<file path="src/rtl/scroll_pkg.sv">
// Shared types and constants for the scrolling phrase sequencer.
package scroll_pkg;

    typedef enum logic [1:0] {
        IDLE   = 2'd0,
        START  = 2'd1,
        SCROLL = 2'd2,
        WRAP   = 2'd3
    } state_e;

    // Speed switch encodings: step period is the base divide shifted right by speed.
    localparam logic [1:0] SPEED_X1 = 2'b00;
    localparam logic [1:0] SPEED_X2 = 2'b01;
    localparam logic [1:0] SPEED_X4 = 2'b10;
    localparam logic [1:0] SPEED_X8 = 2'b11;

    localparam int unsigned DEF_TICK_DIV        = 25_000_000;
    localparam int unsigned DEF_DIV_WIDTH       = 25;
    localparam int unsigned DEF_PHRASE_LEN      = 16;
    localparam int unsigned DEF_LOOPS_TO_FINISH = 10;
    localparam int unsigned LOOP_CNT_W          = 4;

    // Terminal divider value for a speed setting; the period never drops below one cycle.
    function automatic int unsigned step_term(input int unsigned tick_div,
                                              input logic [1:0]  speed);
        int unsigned period;
        period = tick_div;
        case (speed)
            SPEED_X1: period = tick_div;
            SPEED_X2: period = tick_div >> 1;
            SPEED_X4: period = tick_div >> 2;
            SPEED_X8: period = tick_div >> 3;
            default:  period = tick_div;
        endcase
        if (period == 0) begin
            period = 1;
        end
        return period - 1;
    endfunction

endpackage

</file>
<file path="src/rtl/tick_divider.sv">
// Free-running step divider: counts enabled cycles and pulses tick once the
// count reaches term. The >= compare means a shrinking term fires at once
// instead of letting the counter run past it and wrap.
module tick_divider #(
    parameter int unsigned DIV_WIDTH = 25
) (
    input  logic                 clk,
    input  logic                 reset,
    input  logic                 en,
    input  logic                 clr,
    input  logic [DIV_WIDTH-1:0] term,
    output logic                 tick
);

    logic [DIV_WIDTH-1:0] cnt_q;
    logic [DIV_WIDTH-1:0] cnt_d;

    assign tick = en && (cnt_q >= term);

    // Next count: clear has priority, then restart on tick, else count while enabled.
    always_comb begin
        cnt_d = cnt_q;
        if (clr) begin
            cnt_d = '0;
        end else if (tick) begin
            cnt_d = '0;
        end else if (en) begin
            cnt_d = cnt_q + DIV_WIDTH'(1);
        end
    end

    // Counter register.
    always_ff @(posedge clk or posedge reset) begin
        if (reset) begin
            cnt_q <= '0;
        end else begin
            cnt_q <= cnt_d;
        end
    end

endmodule

</file>
<file path="src/rtl/scroll_sequencer.sv">
// Scroll sequencer: steps a character index through the phrase at a switch
// selected rate, pulses led_enable at the start of each phrase loop and
// counts completed loops up to a saturating finish value.
module scroll_sequencer
    import scroll_pkg::*;
#(
    parameter int unsigned TICK_DIV        = DEF_TICK_DIV,
    parameter int unsigned DIV_WIDTH       = DEF_DIV_WIDTH,
    parameter int unsigned PHRASE_LEN      = DEF_PHRASE_LEN,
    parameter int unsigned LOOPS_TO_FINISH = DEF_LOOPS_TO_FINISH
) (
    input  logic                          clk,
    input  logic                          reset,
    input  logic                          run,
    input  logic [1:0]                    speed,
    output logic                          scroll_tick,
    output logic [$clog2(PHRASE_LEN)-1:0] char_index,
    output logic                          led_enable,
    output logic [LOOP_CNT_W-1:0]         loop_count,
    output logic                          finished
);

    localparam int unsigned IDX_W = $clog2(PHRASE_LEN);
    localparam logic [IDX_W-1:0]      LAST_IDX = IDX_W'(PHRASE_LEN - 1);
    localparam logic [LOOP_CNT_W-1:0] LOOP_MAX = LOOP_CNT_W'(LOOPS_TO_FINISH);

    state_e                  state_q, state_d;
    logic [IDX_W-1:0]        idx_q, idx_d;
    logic [LOOP_CNT_W-1:0]   loops_q, loops_d;
    logic                    led_q, led_d;
    logic                    fin_q, fin_d;
    logic                    div_en;
    logic                    div_clr;
    logic                    tick;
    logic [DIV_WIDTH-1:0]    term;

    assign term = DIV_WIDTH'(step_term(TICK_DIV, speed));

    tick_divider #(
        .DIV_WIDTH (DIV_WIDTH)
    ) u_div (
        .clk   (clk),
        .reset (reset),
        .en    (div_en),
        .clr   (div_clr),
        .term  (term),
        .tick  (tick)
    );

    // Next state, index and loop count; index/count change on entry to a
    // state so that START/WRAP show their values alongside led_enable.
    always_comb begin
        state_d = state_q;
        idx_d   = idx_q;
        loops_d = loops_q;
        div_en  = 1'b0;
        div_clr = 1'b0;
        case (state_q)
            IDLE: begin
                div_clr = 1'b1;
                idx_d   = '0;
                if (run) begin
                    state_d = START;
                end
            end
            START: begin
                div_clr = 1'b1;
                state_d = SCROLL;
            end
            SCROLL: begin
                div_en = run;
                if (tick) begin
                    if (idx_q == LAST_IDX) begin
                        idx_d   = '0;
                        loops_d = (loops_q >= LOOP_MAX) ? loops_q
                                                        : loops_q + LOOP_CNT_W'(1);
                        state_d = WRAP;
                    end else begin
                        idx_d = idx_q + IDX_W'(1);
                    end
                end
            end
            WRAP: begin
                div_clr = 1'b1;
                state_d = SCROLL;
            end
            default: begin
                div_clr = 1'b1;
                idx_d   = '0;
                state_d = IDLE;
            end
        endcase
        led_d = (state_d == START) || (state_d == WRAP);
        fin_d = (loops_d == LOOP_MAX);
    end

    // State and output registers.
    always_ff @(posedge clk or posedge reset) begin
        if (reset) begin
            state_q <= IDLE;
            idx_q   <= '0;
            loops_q <= '0;
            led_q   <= 1'b0;
            fin_q   <= 1'b0;
        end else begin
            state_q <= state_d;
            idx_q   <= idx_d;
            loops_q <= loops_d;
            led_q   <= led_d;
            fin_q   <= fin_d;
        end
    end

    assign scroll_tick = tick;
    assign char_index  = idx_q;
    assign led_enable  = led_q;
    assign loop_count  = loops_q;
    assign finished    = fin_q;

endmodule
</file>
<file path="config.mk">
export PLATFORM = sky130hd
export DESIGN_NAME = scroll_sequencer
export DESIGN_NICKNAME = d
export VERILOG_FILES = /design/src/rtl/scroll_pkg.sv /design/src/rtl/tick_divider.sv /design/src/rtl/scroll_sequencer.sv
export SDC_FILE = /design/constraint.sdc
export NUM_CORES = 1
export LEC_CHECK = 0
export ABC_AREA = 0
export ABC_CLOCK_PERIOD_IN_PS = 3600
export CORE_MARGIN = 10
export CORE_UTILIZATION = 40
export DETAILED_ROUTE_END_ITERATION = 6
export GPL_TIMING_DRIVEN = 0
export PLACE_DENSITY = 0.53
export SKIP_LAST_GASP = 1
export SLEW_MARGIN = 15
export SYNTH_ARGS = -nofsm -noshare
export SYNTH_HDL_FRONTEND = slang
export SYNTH_SLANG_ARGS = --single-unit
</file>
<file path="constraint.sdc">
create_clock -name clk -period 3.6 [get_ports clk]
set_input_delay 0.36 -clock clk [delete_from_list [all_inputs] [get_ports clk]]
set_output_delay 0.36 -clock clk [all_outputs]
set_load 0.01 [all_outputs]
</file>
# [Word level (Yosys, flattened, before mapping)]
# Cells that the tools add are included.
[totals] in_bits=5 output_inout_bits=11 ff_bits=37 word_cells=51
[op_classes] n_reduce_logical=10 add_sub_neg=4 n_mux=18 n_eq_ne=11 magnitude_cmp=2
[ops] op="case mux 32 bit (4 select lines)" n=1
[ops] op="2-to-1 mux 25 bit" n=4
[ops] op="logical NOT 32 bit" n=1
[ops] op="adder 25 x 1 -> 25 bit (second input constant)" n=1
[ops] op="greater-or-equal comparator 25 bit" n=1
[ops] op="subtractor 25 x 1 -> 25 bit (second input constant)" n=1
[ops] op="2-to-1 mux 4 bit" n=6
[ops] op="equality test 2 bit (second input constant)" n=5
[ops] op="adder 4 x 1 -> 4 bit (second input constant)" n=2
[ops] op="equality test 4 bit (second input constant)" n=2
[ops] op="case mux 4 bit (2 select lines)" n=1
[ops] op="equality test 2 x 1 -> 1 bit (second input constant)" n=3
[ops] op="2-to-1 mux 2 bit" n=3
[ops] op="case mux 2 bit (3 select lines)" n=1
[ops] op="greater-or-equal comparator 4 bit (second input constant)" n=1
[ops] op="logical NOT 2 bit" n=2
[ops] op="nonzero test 3 bit" n=1
[ops] op="OR reduction 3 bit" n=1
[ops] op="2-to-1 mux 1 bit" n=2
[ops] op="inequality test 2 bit (second input constant)" n=1
[ops] op="AND reduction 2 bit" n=1
[ops] op="nonzero test 2 bit" n=1
[ops] op="OR reduction 2 bit" n=1
[ops] op="logical AND 1 bit" n=1
[ops] op="logical OR 1 bit" n=1

# [Logic depth before layout (Yosys ltp)]
[depth] ltp_word=11 mapped_depth=13 ltp_nobuf=12

# [By module]
# A second synthesis with hierarchy kept.
[hier_totals] cells_unflattened=402 area_unflattened_um2=3168.0
[by_module_without_submodules] module="tick_divider" area_per_inst_um2=2443.6 seq_area_each_um2=625.6 cells_per_inst=317 instances=1
[by_module_without_submodules] module="scroll_sequencer" area_per_inst_um2=724.4 seq_area_each_um2=300.3 cells_per_inst=85 instances=1

# [Worst setup path after synthesis]
# No wires, ideal clock.
[synth_timing] kind="input to register" start="input speed[1]" end="register u_div.cnt_q[9]" setup_ps=76 required_time_ps=3524 arrival_time_ps=2454 path_buffers=1 setup_slack_ps=1069 stages=11 path_cell_list="inv_1 > nand2_1 > ha_1 > nand4_1 > or3_4 > nor2_1 > a211o_1 > or3_1 > buf_6 > or3_1 > o21ai_1"
[synth_via] elab_chain_cells=9 word_cells_on_any_way=13 cone_classes="1 x add/sub; 1 x order compare; 3 x eq/ne; 4 x mux; 4 x reduce/logical"
[synth_rtl] item="start: declaration" line="scroll_sequencer.sv:15" source="input logic [1:0] speed,"
[synth_rtl] item="equality test 2 bit (tied with other cells)" line="scroll_pkg.sv:28" source="case (speed)"
[synth_rtl] item="case mux 32 bit (4 select lines) *" line="scroll_pkg.sv:28"
[synth_rtl] item="logical NOT 32 bit" line="scroll_pkg.sv:35" source="if (period == 0) begin"
[synth_rtl] item="2-to-1 mux 25 bit *" line="scroll_pkg.sv:35"
[synth_rtl] item="subtractor 25 x 1 -> 25 bit *" line="scroll_pkg.sv:38" source="return period - 1;"
[synth_rtl] item="greater-or-equal comparator 25 bit *" line="tick_divider.sv:18" source="assign tick = en && (cnt_q >= term);"
[synth_rtl] item="logical AND 1 bit *" line="tick_divider.sv:18"
[synth_rtl] item="2-to-1 mux 25 bit" line="tick_divider.sv:25" source="end else if (tick) begin"
[synth_rtl] item="2-to-1 mux 25 bit" line="tick_divider.sv:23" source="if (clr) begin"
[synth_rtl] item="end signal: assignment" line="tick_divider.sv:37" source="cnt_q <= cnt_d;"
[synth_rtl] item="end: declaration" line="tick_divider.sv:15" source="logic [DIV_WIDTH-1:0] cnt_q;"
# Every way passes the cells marked *; elsewhere a longest branch is shown, timed or not. The select of a mux whose other input is x is not followed.
# A chain may end at the register's enable or synchronous reset.

# [Worst setup path in the final report]
[layout_timing] start="input speed[1]" end="output scroll_tick"
[layout_via] elab_chain_cells=7 word_cells_on_any_way=10 cone_classes="1 x add/sub; 1 x order compare; 3 x eq/ne; 2 x mux; 3 x reduce/logical"
[layout_rtl] item="equality test 2 bit (tied with other cells)" line="scroll_pkg.sv:28"
[layout_rtl] item="case mux 32 bit (4 select lines) *" line="scroll_pkg.sv:28"
[layout_rtl] item="logical NOT 32 bit" line="scroll_pkg.sv:35"
[layout_rtl] item="2-to-1 mux 25 bit *" line="scroll_pkg.sv:35"
[layout_rtl] item="subtractor 25 x 1 -> 25 bit *" line="scroll_pkg.sv:38"
[layout_rtl] item="greater-or-equal comparator 25 bit *" line="tick_divider.sv:18"
[layout_rtl] item="logical AND 1 bit *" line="tick_divider.sv:18"
[layout_rtl] item="end: declaration" line="scroll_sequencer.sv:16" source="output logic scroll_tick,"
# Marked as above.

==> run_results.csv <==
group,metric,value,unit
yosys,synth.yosys.seq_area_share,35.75,%
pwr,sw_frac_of_total,26.93,%
setup_path,cp_slowest_cell,"clkdlybuf4s50_1",
pwr,ir_drop,0.0002368,V
clock_tree,clkTransAtPathRegs,0.08,ns
grt,antenna_found_initial,0,
run_status,outcome,"finished clean",
detailed_routing,dr_total_vias,2085,
cells_and_area,antenna_cells,0,
pwr,p_clk_share,40.0,%
grt,track_usage,12.85,%
floorplanning,die_y,100.5,µm
timing,hold_viol_final,0,
setup_path,endpoint_kind,"output port",
setup_path,r2r_setup_slack,0.89,ns
pwr,p_seq_share,46.5,%
clock_tree,cts_inserted_buffers,5,
pwr,p_comb_share,13.4,%
grt,grt_pass1_vias,2083,
setup_path,cp_data_arrival_time,3.09,ns
yosys,synthTopCellsByArea,"dfrtp_1 (36%), ha_1 (12%), nand2_1 (4.3%)",
setup_path,crit_required,3.24,ns
clock_tree,clkLatencyLatePin,0.29,ns
timing,final-max-slew-violation-count,0,
cells_and_area,regArea,925.9,µm²
cells_and_area,fin_util,47.58,%
floorplanning,start_util,41.02,%
timing,finalCritPeriodShare,95.89,%
detailed_routing,routedWlPerCell,15.74,µm
timing,slew_headroom,62.05,%
setup_path,crit_chain,"clkdlybuf4s50_1, inv_2, nand2_1, ha_1, nand4_1, or3_4, a2111oi_4, buf_4, o21ai_4, clkinv_4, clkdlybuf4s50_1",
run,maxCapViolCount,0,
floorplanning,design.core.area,0.006314,mm²
cells_and_area,fillCellCount,620,
setup_path,reg2reg_from,"u_div.cnt_q[22]",
setup_path,startpoint,"speed[1]",
cells_and_area,drive_gt1_share,12.26,%
placed_design,io_buffers,14,
yosys,async_reset_ff_share,100.0,%
floorplanning,dieWidth,100.5,µm
yosys,synth_top_area_cell,"dfrtp_1",
clock_tree,cts_tree,"done",
timing,rsz0062_at_grt,"no",
timing,max_freq,289.7,MHz
yosys,ys_ff_latch,37,
yosys,post_synth.cell_area_avg,9.184,µm²
clock_tree,clock-sinks,37,
pwr,powerDensity,321.8,mW/mm²
detailed_routing,first_pass_iters,4,
grt,grt_pass1_wl,10.62,mm
pwr,cellLeakagePower,1.428,nW
setup_path,critPathMaxStageDelay,0.54,ns
min_path,worstHoldPathType,"in -> async",
cells_and_area,multiInputGateArea,0.001530,mm²
yosys,syn-cell-area,0.002590,mm²
yosys,synth.most_common_cell,"dfrtp_1",
detailed_routing,drc,0,
detailed_routing,ant_nets,0,
timing,setup_ws,0.1481,ns
yosys,yosysTopAreaCellShare,35.75,%
cells_and_area,syn2layout_area_growth,15.99,%
detailed_routing,totalWireLength,6.093,mm
detailed_routing,via_per_inst,5.388,
floorplanning,fp.dieArea,0.01009,mm²
setup_path,path_common_cell,"clkdlybuf4s50_1",
floorplanning,io_pins,16,
floorplanning,rows,29,
pwr,p_sw,0.0002603,W
yosys,synthTopCellsByCount,"dfrtp_1 (37), nand2_1 (30), ha_1 (24)",
clock_tree,clk_path_buf_depth,2,
setup_path,start_kind,"primary input",
setup_path,reg2reg_depth,9,
timing,period_needed,3.452,ns
timing,worst_pin_slew,0.5693,ns
setup_path,r2r-end,"finished",
clock_tree,htree_num_levels,2,
clock_tree,ctsRootBufferMaster,"clkbuf_8",
yosys,syn_inst,282,
placed_design,gp_congestion,0.7561,
timing,finClkSkew,0.004571,ns
yosys,synth_warnings,0,
yosys,synth_edf_count,0,
grt,grt_max_degree,25,
cells_and_area,fin_nets,338,
timing,setup_viol,0,
placed_design,hpwl,4.607,mm
yosys,synth_cell_types,54,
timing,hold_ws,0.3364,ns
setup_path,critPathMaxFanout,7,
pwr,p_int,0.0007065,W
placed_design,pre_cts_slack,-0.09803,ns
detailed_routing,drt_iter0_markers,133,
yosys,ys.flop_type,"dfrtp_1",
grt,grt_overflow,0,
setup_path,crit_type,"in -> out",
==> routing by layer <==
layer,GRT usage (%),vias up,share of wire (%)
met4,3.587,0,1.0
met1,17.28,983,50
met3,3.292,6,3.4
li1,-,1073,-
met5,0,-,0
met2,19.83,23,45
==> critical path: cells and delay by family <==
| kind | cells | cell delay (ns) |
|---|---|---|
| AOI/OAI and AO/OA | 2 | 0.38 |
| adders and majority gates | 1 | 0.30 |
| buffers and inverters | 5 | 1.40 |
| and+or+nand+nor | 3 | 0.66 |
==> layout by cell type (no fill, tap or decap), types with 4 or more instances in the layout <==
| cell | count |
|---|---|
| dfrtp_1 | 37 |
| a21oi_1 | 16 |
| o21ai_0 | 10 |
| a21o_1 | 12 |
| xor2_1 | 5 |
| nand2_1 | 30 |
| clkbuf_1 | 6 |
| ha_1 | 24 |
| nor3_1 | 8 |
| clkdlybuf4s50_1 | 14 |
| and3_1 | 5 |
| clkbuf_8 | 6 |
| nor2_1 | 14 |
| o31ai_1 | 5 |
| buf_4 | 4 |
| nand3_1 | 14 |
| xnor2_1 | 4 |
| inv_1 | 16 |
| mux2i_1 | 6 |
| nand4_1 | 6 |
| a22o_1 | 6 |
==> cells by family (layout without fill, tap and decap cells) <==
family / Yosys count / count (layout) / share of synthesized area, %
AOI/OAI and AO/OA: 66 / 66 / 18.21
xor gates and xnor gates: 9 / 9 / 3.043
adders and majority gates: 24 / 24 / 11.59
buffers and inverters: 30 / 57 / 5.459
DFF: 37 / 37 / 35.75
muxes: 6 / 6 / 2.319
other: 2 / 3 / 0.2900
and+or+nand+nor: 108 / 108 / 23.33
==> through the flow <==
step                std cells  TNS [ns]  power [W]  cell area (µm²)
detailed placement        375  -0.09803  0.0005875             2850
global placement          374   -0.1064  0.0005834             2830
finish                    387         0  0.0009668             3004
floorplan                 283         0  0.0005463             2594
CTS                       385         0  0.0009744             2987
global route              387         0   0.001011             3004
==> power by group through the flow <==
stage	clock network, W	logic, W	registers, W
2_1_floorplan	0	0.0000925	0.000454
3_3_place_gp	0	0.000126	0.000457
3_5_place_dp	0	0.000130	0.000458
4_1_cts	0.000395	0.000130	0.000449
5_1_grt	0.000409	0.000150	0.000452
6_report	0.000387	0.000130	0.000450
==> worst max-delay path by stage <==
stage	slack (ns)	end
after floorplan	1.07	u_div.cnt_q[9]
after global placement	-0.11	scroll_tick
after detailed placement	-0.1	scroll_tick
after CTS	0.001	scroll_tick
after global routing	0.002	scroll_tick
final	0.15	scroll_tick
==> registers in the layout, summed over array words and instances (netlist names) <==
register and count:
loop_count 4, char_index 4, state_q 2, u_div.cnt_q 25
finished 1, led_enable 1
==> layout make-up <==
cell class                 instances  share of cell area (%)
multi-input combinational        216                   50.94
buffer                            10                   2.041
tap                               77                   3.207
timing repair buffer              19                   6.331
sequential                        37                   30.82
clock inverter                     2                   1.249
inverter                          20                   2.666
clock buffer                       6                   2.749
==> timing repair <==
action	in CTS	in global routing
resized for setup	1	3
endpoints found under the setup margin	1	1
hold buffers	0	0
pin swaps	2	1
buffers inserted	2	2
(Power assumes the default switching activity.)
